`src/rtl/alu_mp_sequencer_pkg.sv`:
```
// Shared definitions for the multi-precision ALU sequencer: ALU opcodes,
// FSM state encoding and the arithmetic-op classifier.
package alu_mp_sequencer_pkg;

  localparam logic [2:0] OP_ADD  = 3'b000;
  localparam logic [2:0] OP_SUB  = 3'b001;
  localparam logic [2:0] OP_BMA  = 3'b010;
  localparam logic [2:0] OP_BIC  = 3'b011;
  localparam logic [2:0] OP_AND  = 3'b100;
  localparam logic [2:0] OP_OR   = 3'b101;
  localparam logic [2:0] OP_XOR  = 3'b110;
  localparam logic [2:0] OP_XNOR = 3'b111;

  typedef enum logic [1:0] {
    IDLE = 2'd0,
    P1   = 2'd1,
    P2   = 2'd2,
    DONE = 2'd3
  } state_t;

  function automatic logic is_arith(input logic [2:0] op);
    return (op == OP_ADD) || (op == OP_SUB) || (op == OP_BMA);
  endfunction

endpackage

```
`src/rtl/alu_mp_sequencer_if.sv`:
```
// Command and result handshakes of the multi-precision sequencer.
interface alu_mp_sequencer_if #(
  parameter int W  = 4,
  parameter int NW = 4
);
  logic              cmd_valid;
  logic              cmd_ready;
  logic [2:0]        cmd_op;
  logic [NW*W-1:0]   cmd_a;
  logic [NW*W-1:0]   cmd_b;
  logic              res_valid;
  logic              res_ready;
  logic [NW*W-1:0]   res_y;
  logic              res_n;
  logic              res_z;
  logic              res_c;
  logic              res_v;

  modport master (
    output cmd_valid, cmd_op, cmd_a, cmd_b, res_ready,
    input  cmd_ready, res_valid, res_y, res_n, res_z, res_c, res_v
  );

  modport slave (
    input  cmd_valid, cmd_op, cmd_a, cmd_b, res_ready,
    output cmd_ready, res_valid, res_y, res_n, res_z, res_c, res_v
  );
endinterface

```
`src/rtl/alu_mp_sequencer.sv`:
```
// Runs NW*W-bit operations on an external W-bit ALU one word at a time,
// LSW first; arithmetic words take a second pass to fold in carry/borrow.
module alu_mp_sequencer
  import alu_mp_sequencer_pkg::*;
#(
  parameter int W  = 4,
  parameter int NW = 4
) (
  input  logic                clk,
  input  logic                reset,
  alu_mp_sequencer_if.slave   bus,
  output logic [2:0]          alu_ctrl,
  output logic [W-1:0]        alu_a,
  output logic [W-1:0]        alu_b,
  input  logic [W-1:0]        alu_y,
  input  logic                alu_co
);

  localparam int FW = NW * W;
  localparam int IW = (NW > 1) ? $clog2(NW) : 1;

  state_t          state, state_nxt;
  logic [2:0]      op_q;
  logic [FW-1:0]   a_q, b_q, y_q, y_nxt;
  logic [IW-1:0]   idx;
  logic            c1, cin;
  logic            n_q, z_q, c_q, v_q;
  logic            last, arith, carry_out, v_nxt, y_msb;

  assign last      = (idx == IW'(NW - 1));
  assign arith     = is_arith(op_q);
  assign carry_out = c1 | alu_co;
  assign y_msb     = y_nxt[FW-1];

  assign bus.cmd_ready = (state == IDLE);
  assign bus.res_valid = (state == DONE);
  assign bus.res_y     = y_q;
  assign bus.res_n     = n_q;
  assign bus.res_z     = z_q;
  assign bus.res_c     = c_q;
  assign bus.res_v     = v_q;

  always_comb begin
    state_nxt = state;
    alu_ctrl  = 3'b000;
    alu_a     = '0;
    alu_b     = '0;
    y_nxt     = y_q;
    v_nxt     = 1'b0;
    case (state)
      IDLE: if (bus.cmd_valid) state_nxt = P1;
      P1: begin
        alu_ctrl = op_q;
        alu_a    = a_q[idx*W +: W];
        alu_b    = b_q[idx*W +: W];
        y_nxt[idx*W +: W] = alu_y;
        if (arith)     state_nxt = P2;
        else if (last) state_nxt = DONE;
      end
      P2: begin
        alu_ctrl = op_q;
        alu_a    = y_q[idx*W +: W];
        alu_b    = {{(W-1){1'b0}}, cin};
        y_nxt[idx*W +: W] = alu_y;
        if (last) state_nxt = DONE;
        else      state_nxt = P1;
      end
      DONE: if (bus.res_ready) state_nxt = IDLE;
      default: state_nxt = IDLE;
    endcase
    // Overflow uses the post-swap operands, so B-A is covered by the SUB rule
    if (op_q == OP_ADD)
      v_nxt = (a_q[FW-1] == b_q[FW-1]) && (y_msb != a_q[FW-1]);
    else if (op_q == OP_SUB)
      v_nxt = (a_q[FW-1] != b_q[FW-1]) && (y_msb != a_q[FW-1]);
  end

  always_ff @(posedge clk) begin
    if (reset) begin
      state <= IDLE;
      op_q  <= 3'b000;
      a_q   <= '0;
      b_q   <= '0;
      y_q   <= '0;
      idx   <= '0;
      c1    <= 1'b0;
      cin   <= 1'b0;
      n_q   <= 1'b0;
      z_q   <= 1'b0;
      c_q   <= 1'b0;
      v_q   <= 1'b0;
    end else begin
      state <= state_nxt;
      case (state)
        IDLE: if (bus.cmd_valid) begin
          op_q <= (bus.cmd_op == OP_BMA) ? OP_SUB : bus.cmd_op;
          a_q  <= (bus.cmd_op == OP_BMA) ? bus.cmd_b : bus.cmd_a;
          b_q  <= (bus.cmd_op == OP_BMA) ? bus.cmd_a : bus.cmd_b;
          y_q  <= '0;
          idx  <= '0;
          c1   <= 1'b0;
          cin  <= 1'b0;
        end
        P1: begin
          y_q <= y_nxt;
          c1  <= alu_co;
          if (!arith) begin
            if (last) begin
              n_q <= y_msb;
              z_q <= (y_nxt == '0);
              c_q <= 1'b0;
              v_q <= 1'b0;
            end else begin
              idx <= idx + 1'b1;
            end
          end
        end
        P2: begin
          y_q <= y_nxt;
          cin <= carry_out;
          if (last) begin
            n_q <= y_msb;
            z_q <= (y_nxt == '0);
            c_q <= carry_out;
            v_q <= v_nxt;
          end else begin
            idx <= idx + 1'b1;
          end
        end
        default: ;
      endcase
    end
  end

endmodule

```
`src/flat_wrapper.sv`:
```
// flat-port wrapper written by rule: the top's interface ports become plain ports
module alu_mp_sequencer_flat import alu_mp_sequencer_pkg::*;
#(
  parameter int W  = 4,
  parameter int NW = 4
)
  (clk, reset, alu_ctrl, alu_a, alu_b, alu_y, alu_co, bus_cmd_valid, bus_cmd_op, bus_cmd_a, bus_cmd_b, bus_res_ready, bus_cmd_ready, bus_res_valid, bus_res_y, bus_res_n, bus_res_z, bus_res_c, bus_res_v);
  alu_mp_sequencer_if #(.W(W), .NW(NW)) bus_i ();
  input  logic clk;
  input  logic reset;
  output logic [2:0] alu_ctrl;
  output logic [W-1:0] alu_a;
  output logic [W-1:0] alu_b;
  input  logic [W-1:0] alu_y;
  input  logic alu_co;
  input wire logic [$bits(bus_i.cmd_valid)-1:0] bus_cmd_valid;
  input wire logic [$bits(bus_i.cmd_op)-1:0] bus_cmd_op;
  input wire logic [$bits(bus_i.cmd_a)-1:0] bus_cmd_a;
  input wire logic [$bits(bus_i.cmd_b)-1:0] bus_cmd_b;
  input wire logic [$bits(bus_i.res_ready)-1:0] bus_res_ready;
  output wire logic [$bits(bus_i.cmd_ready)-1:0] bus_cmd_ready;
  output wire logic [$bits(bus_i.res_valid)-1:0] bus_res_valid;
  output wire logic [$bits(bus_i.res_y)-1:0] bus_res_y;
  output wire logic [$bits(bus_i.res_n)-1:0] bus_res_n;
  output wire logic [$bits(bus_i.res_z)-1:0] bus_res_z;
  output wire logic [$bits(bus_i.res_c)-1:0] bus_res_c;
  output wire logic [$bits(bus_i.res_v)-1:0] bus_res_v;
  assign bus_i.cmd_valid = bus_cmd_valid;
  assign bus_i.cmd_op = bus_cmd_op;
  assign bus_i.cmd_a = bus_cmd_a;
  assign bus_i.cmd_b = bus_cmd_b;
  assign bus_i.res_ready = bus_res_ready;
  assign bus_cmd_ready = bus_i.cmd_ready;
  assign bus_res_valid = bus_i.res_valid;
  assign bus_res_y = bus_i.res_y;
  assign bus_res_n = bus_i.res_n;
  assign bus_res_z = bus_i.res_z;
  assign bus_res_c = bus_i.res_c;
  assign bus_res_v = bus_i.res_v;
  alu_mp_sequencer #(.W(W), .NW(NW)) u_core (.clk(clk), .reset(reset), .bus(bus_i), .alu_ctrl(alu_ctrl), .alu_a(alu_a), .alu_b(alu_b), .alu_y(alu_y), .alu_co(alu_co));
endmodule
```
`config.mk`:
```
export PLATFORM = sky130hd
export DESIGN_NAME = alu_mp_sequencer_flat
export DESIGN_NICKNAME = d
export VERILOG_FILES = /design/src/rtl/alu_mp_sequencer_pkg.sv /design/src/rtl/alu_mp_sequencer_if.sv /design/src/rtl/alu_mp_sequencer.sv /design/src/flat_wrapper.sv
export SDC_FILE = /design/constraint.sdc
export NUM_CORES = 1
export LEC_CHECK = 0
export ABC_CLOCK_PERIOD_IN_PS = 2880
export BUFFER_PORTS_ARGS = -buffer_cell sky130_fd_sc_hd__clkbuf_2
export CAP_MARGIN = 10
export CORE_ASPECT_RATIO = 0.9
export CORE_MARGIN = 3
export CORE_UTILIZATION = 49
export DETAILED_ROUTE_END_ITERATION = 8
export PLACE_DENSITY = 0.77
export SKIP_CTS_REPAIR_TIMING = 1
export SYNTH_ARGS = -nofsm -noshare
export SYNTH_HDL_FRONTEND = slang
export SYNTH_SLANG_ARGS = --single-unit
```
`constraint.sdc`:
```
create_clock -name clk -period 2.88 [get_ports clk]
set_clock_uncertainty 0.15 [all_clocks]
set_input_delay 0.72 -clock clk [delete_from_list [all_inputs] [get_ports clk]]
set_output_delay 0.72 -clock clk [all_outputs]
set_load 0.05 [all_outputs]
```
==> results of run 1 <==
[sequential cells by signal, summed over array words and instances, names as in the netlist]
signal,cells
u_core.a_q,16
u_core.b_q,16
u_core.bus.res_y,16
u_core.op_q,3
u_core.idx,2
u_core.state,2
u_core.bus.res_c,1
u_core.bus.res_n,1
u_core.bus.res_v,1
u_core.bus.res_z,1
u_core.c1,1
u_core.cin,1
[cell families after synthesis]
kind of cell | synth area share
flip-flops | 0.361
AO/OA/AOI/OAI | 0.192
XOR/XNOR | 0.00259
AND/OR/NAND/NOR | 0.176
multiplexers | 0.185
adder cells (fa/ha/maj) | 0.0370
buffers and inverters | 0.0456
[where the power goes]
part,switching (mW),total [mW],internal [mW]
Sequential,0.142,1.16,1.01
Combinational,1.04,1.66,0.624
Clock,0.323,0.650,0.327
Total,1.50,3.47,1.97
[layout make-up]
class	count	area share
sequential	61	0.299
clock inverter	4	0.00611
inverter	7	0.00734
multi-input combinational	277	0.495
clock buffer	11	0.0345
timing repair buffer	86	0.131
tap	90	0.0275
[cells in the final DEF, fill, tap and decap left out, types with 2 or more instances in the layout]
cell type / n
clkbuf_2: 71
a32oi_1: 3
mux4_2: 11
nor3_1: 3
a22oi_1: 17
inv_1: 6
nand3_1: 5
clkinv_2: 2
clkinvlp_4: 3
nor3b_1: 2
o41ai_1: 2
nand2_1: 27
dfxtp_1: 60
a41o_1: 2
buf_4: 8
a21oi_2: 4
or2b_2: 2
a211oi_1: 32
buf_12: 5
nand2b_1: 4
and2_1: 5
nor2_1: 60
and3_1: 2
o21ai_0: 9
ha_1: 9
mux2i_1: 35
a21oi_1: 10
clkbuf_8: 10
[how the worst max path moves through the flow]
stage	depth (start not counted)	end	startpoint	slack, ps
2_1_floorplan	9	u_core.bus.res_z	u_core.idx[0]	70
4_1_cts	6	alu_a[2]	u_core.state[0]	-110
5_1_grt	5	alu_b[0]	u_core.state[0]	-8
3_3_place_gp	5	alu_a[0]	u_core.idx[0]	310
3_5_place_dp	6	alu_a[2]	u_core.state[0]	260
6_report	5	alu_b[0]	u_core.state[0]	70
[worst max-delay path, delay by kind of cell (launching register included)]
kind                       cells  cell delay [ps]
buffers and inverters          3              610
adders and majority gates      1              380
and+or+nand+nor                1              200
DFF                            1              410
[layer usage]
metal / part of all wire / up-vias / track usage
li1: - / 1515 / -
met2: 0.46 / 121 / 0.379
met4: 0.016 / 0 / 0.0799
met1: 0.47 / 1536 / 0.333
met3: 0.058 / 15 / 0.0556
met5: 0 / - / 0
==> impl_metrics.env, run 1 <==
export IMPL_slowest_stage="dfxtp_1"
export IMPL_whs_endpoint="u_core.bus.res_v"
export IMPL_holdWs_ps=317
export IMPL_powerDensity_nw_per_um2=847
export IMPL_diodes=0
export IMPL_synth_seq_cells=61
export IMPL_synth_warnings=0
export IMPL_cp_end_kind="output pin"
export IMPL_ant_nets=0
export IMPL_min_period_over_period=0.976
export IMPL_whs_path_depth=2
export IMPL_maxCapViolCount=0
export IMPL_area_growth_pct=21.1
export IMPL_core_rowCount=28
export IMPL_synthesis_area_um2=3380
export IMPL_tightest_slew_ps=762
export IMPL_hold_class="register to register"
export IMPL_num_vias=3187
export IMPL_ios=77
export IMPL_crit_arrival_ps=1940
export IMPL_synth_area_top_cells="dfxtp_1 36%, mux2i_1 10%, mux4_2 7.3%"
export IMPL_cts_tree="built"
export IMPL_drt_iter0_markers=240
export IMPL_timing_rr_end="u_core.bus.res_z"
export IMPL_grt_pass1_wl_um=15100
export IMPL_h_tree_depth=3
export IMPL_synthesis_nets=424
export IMPL_synth_common_cells="61 x dfxtp_1, 60 x nor2_1, 35 x mux2i_1"
export IMPL_grt_remaining_overflow=0
export IMPL_rsz0062_at_grt="true"
export IMPL_first_global_vias=3067
export IMPL_ys_types=58
export IMPL_antenna_found_initial=0
export IMPL_insertion_delay_ps=340
export IMPL_crit_type="register to output pin"
export IMPL_synth_edff_count=0
export IMPL_synth_flop_cell="dfxtp_1"
export IMPL_pre_cts_slack_ps=255
export IMPL_drive_gt1_frac=0.285
export IMPL_rrSetupSlack_ps=410
export IMPL_avgSynthCellArea_um2=9.13
export IMPL_postLayoutSetupSlackWorst_ps=69.8
export IMPL_clock_sinks=61
export IMPL_die_w_um=93.5
export IMPL_fin_util=0.618
export IMPL_gp_congestion=0.905
export IMPL_synth_sequential_area_ratio=0.361
export IMPL_slew_headroom=0.485
export IMPL_reg2reg_from="u_core.state[0]"
export IMPL_path_cells="inv_1 -> ha_1 -> clkinvlp_4 -> nor2_1 -> clkbuf_4"
export IMPL_via_per_inst=5.95
export IMPL_peakVddDrop_uv=494
export IMPL_grt_max_degree=68
export IMPL_io_buffers=76
export IMPL_reg2regPathDepth=7
export IMPL_fin_cells=536
export IMPL_p_total_mw=3.47
export IMPL_path_clk_slew_ps=60
export IMPL_final_max_slew_violation_count=0
export IMPL_hpwl_um=6880
export IMPL_drc=0
export IMPL_cp_required_ps=2010
export IMPL_die_h_um=84.8
export IMPL_dieArea_um2=7930
export IMPL_slowest_delay_ps=410
export IMPL_core_um2=6620
export IMPL_multi_input_area_um2=2030
export IMPL_layout_min_cycle_time_ps=2810
export IMPL_clockBufferDepth=2
export IMPL_startpoint_type="register"
export IMPL_cellLeakagePower_nw=1.60
export IMPL_cp_max_fo=10
export IMPL_regArea_um2=1220
export IMPL_finalSetupViolations=0
export IMPL_synth_top_area_share=0.361
export IMPL_grtUsageTotal=0.243
export IMPL_min_from="u_core.bus.res_v"
export IMPL_drt_pass1_iter_count=5
export IMPL_drt_wl_total_um=9170
export IMPL_post_dp_cell_area_um2=3910
export IMPL_dp_cells=521
export IMPL_yosysMostFrequentCell="dfxtp_1"
export IMPL_synth_cells=370
export IMPL_routedWlPerCell_um=17.1
export IMPL_initial_core_util=0.510
export IMPL_clock_fmax_mhz=356
export IMPL_hold_viol_final=0
export IMPL_clock_root_buffer="clkbuf_8"
export IMPL_final_setup_tns_ps=0
export IMPL_cts_made_buffers=9
export IMPL_async_flop_share=0
export IMPL_status="finished, final reports clean"
export IMPL_fill_cells=552
export IMPL_nets=496
export IMPL_synth_top_area_cell="dfxtp_1"
export IMPL_fin_area_um2=4090
Power figures use the tool's default switching activity.
==> inputs of run 2 (changes only) <==
MAX_ROUTING_LAYER = met4   (was unset)
==> run 2 against run 1 <==
Die area unchanged. Highest routed layer unchanged. First-iteration DRC count rose by 24%. Combinational power grew 3%. Largest power group unchanged. Critical endpoint is now alu_a[0]. Sequential share of layout area down 0.64 points. Wire length is 0.94% higher. Worst setup slack better by 35 ps.
==> impl_metrics.env, run 2 (synthesis gave the netlist of run 1 again) <==
export IMPL_power_frac_comb=0.456
export IMPL_path_cells="inv_1 -> ha_1 -> clkinvlp_4 -> buf_4 -> a21oi_2 -> buf_12"
export IMPL_drt_wl_total_um=9250
export IMPL_area_growth_pct=23.8
export IMPL_whs_endpoint="u_core.bus.res_v"
export IMPL_num_vias=3192
export IMPL_grt_remaining_overflow=0
export IMPL_timing_rr_end="u_core.bus.res_z"
export IMPL_crit_type="register to output pin"
export IMPL_clockBufferDepth=2
export IMPL_whs_path_depth=2
export IMPL_diodes=0
export IMPL_finalSetupViolations=0
export IMPL_nets=497
export IMPL_final_cell_mix="71 x clkbuf_2, 60 x nor2_1, 60 x dfxtp_1"
export IMPL_h_tree_depth=3
export IMPL_cts_made_buffers=9
export IMPL_rrSetupSlack_ps=350
export IMPL_slew_headroom=0.545
export IMPL_final_max_slew_violation_count=0
export IMPL_tightest_slew_ps=674
export IMPL_dieArea_um2=7930
export IMPL_status="finished, final reports clean"
export IMPL_pwr_share_seq=0.309
export IMPL_final_setup_tns_ps=0
export IMPL_final_common_cell="clkbuf_2"
export IMPL_gp_congestion=0.942
export IMPL_antenna_found_initial=0
export IMPL_cts_tree="built"
export IMPL_ant_nets=0
export IMPL_drt_iter0_markers=298
export IMPL_core_um2=6620
export IMPL_via_per_inst=5.94
export IMPL_drt_pass1_iter_count=7
export IMPL_holdWs_ps=333
export IMPL_drive_gt1_frac=0.289
export IMPL_ios=77
export IMPL_cp_end_kind="output pin"
export IMPL_cellLeakagePower_nw=1.64
export IMPL_peakVddDrop_uv=470
export IMPL_startpoint_type="register"
export IMPL_maxCapViolCount=0
export IMPL_initial_core_util=0.510
export IMPL_reg2reg_from="u_core.state[0]"
export IMPL_slowest_stage="dfxtp_1"
export IMPL_p_sw_frac=0.407
export IMPL_grt_max_degree=68
export IMPL_layout_min_cycle_time_ps=2770
export IMPL_clock_sinks=61
export IMPL_die_w_um=93.5
export IMPL_clockPowerShare=0.234
export IMPL_hold_viol_final=0
export IMPL_drc=0
export IMPL_slowest_delay_ps=410
export IMPL_cp_top_family="buffers and inverters"
export IMPL_hold_class="register to register"
export IMPL_path_clk_slew_ps=60
export IMPL_hpwl_um=6870
export IMPL_grtUsageTotal=0.250
export IMPL_die_h_um=84.8
export IMPL_insertion_delay_ps=340
export IMPL_grt_pass1_wl_um=15000
export IMPL_core_rowCount=28
export IMPL_cp_max_fo=5
export IMPL_min_from="u_core.bus.res_v"
export IMPL_clock_root_buffer="clkbuf_8"
export IMPL_routedWlPerCell_um=17.2
export IMPL_critPathBufInv=4
export IMPL_cp_required_ps=2010
export IMPL_power_switching_mw=1.53
export IMPL_p_int_mw=2.22
export IMPL_min_period_over_period=0.963
export IMPL_io_buffers=76
export IMPL_crit_arrival_ps=1900
export IMPL_first_global_vias=3001
export IMPL_reg2regPathDepth=7
export IMPL_powerDensity_nw_per_um2=897
export IMPL_clock_fmax_mhz=360
==> run 2: worst min-delay path, delay by kind of cell, from the launching register on <==
kind / cells / cell delay (ps)
and+or+nand+nor: 1 / 60
AOI/OAI and AO/OA: 1 / 50
DFF: 1 / 320
==> run 2: worst max path at each step <==
stage / endpoint / cells past startpoint / from / slack, ps
final: alu_a[0] / 6 / u_core.state[0] / 110
after global routing: alu_b[2] / 5 / u_core.state[0] / -5
after CTS: alu_a[3] / 6 / u_core.state[0] / -120
after detailed placement: alu_a[3] / 6 / u_core.state[0] / 250
after global placement: alu_a[3] / 6 / u_core.state[0] / 330
after floorplan: u_core.bus.res_z / 9 / u_core.idx[0] / 70
==> run 2: routing by layer <==
metal  vias to the layer above  routed length, um  track usage  share of wire
met5                         -                  0            -              0
met4                         0                 86       0.0559         0.0093
met3                        12                621       0.0618          0.067
met2                       113               4300        0.382           0.46
met1                      1543               4250        0.336           0.46
li1                       1524                  -            -              -
==> run 2: final cells by class <==
type,instances,area [um^2]
fill,564,2440
clock inverter,3,67.6
sequential,61,1220
clock buffer,12,165
timing repair buffer,87,548
multi-input combinational,277,2040
tap,90,113
inverter,7,30.0
==> run 2: per-stage QoR <==
step / instance area (um^2) / worst slack (ps) / power (mW) / cells / utilization
4_1_cts: 4150 / -121 / 3.69 / 535 / 0.627
6_report: 4180 / 105 / 3.75 / 537 / 0.632
3_3_place_gp: 3920 / 326 / 2.77 / 520 / 0.592
2_1_floorplan: 3390 / 70.8 / 2.35 / 370 / -
3_5_place_dp: 3920 / 246 / 2.80 / 520 / 0.592
5_1_grt: 4180 / -4.61 / 3.95 / 537 / 0.632
==> run 2: power groups by stage <==
stage / Clock, mW / Combinational [mW] / Sequential, mW
floorplan: 0 / 1.18 / 1.17
global placement: 0 / 1.61 / 1.16
detailed placement: 0 / 1.63 / 1.17
finish: 0.879 / 1.71 / 1.16
global route: 0.922 / 1.85 / 1.18
CTS: 0.888 / 1.65 / 1.15
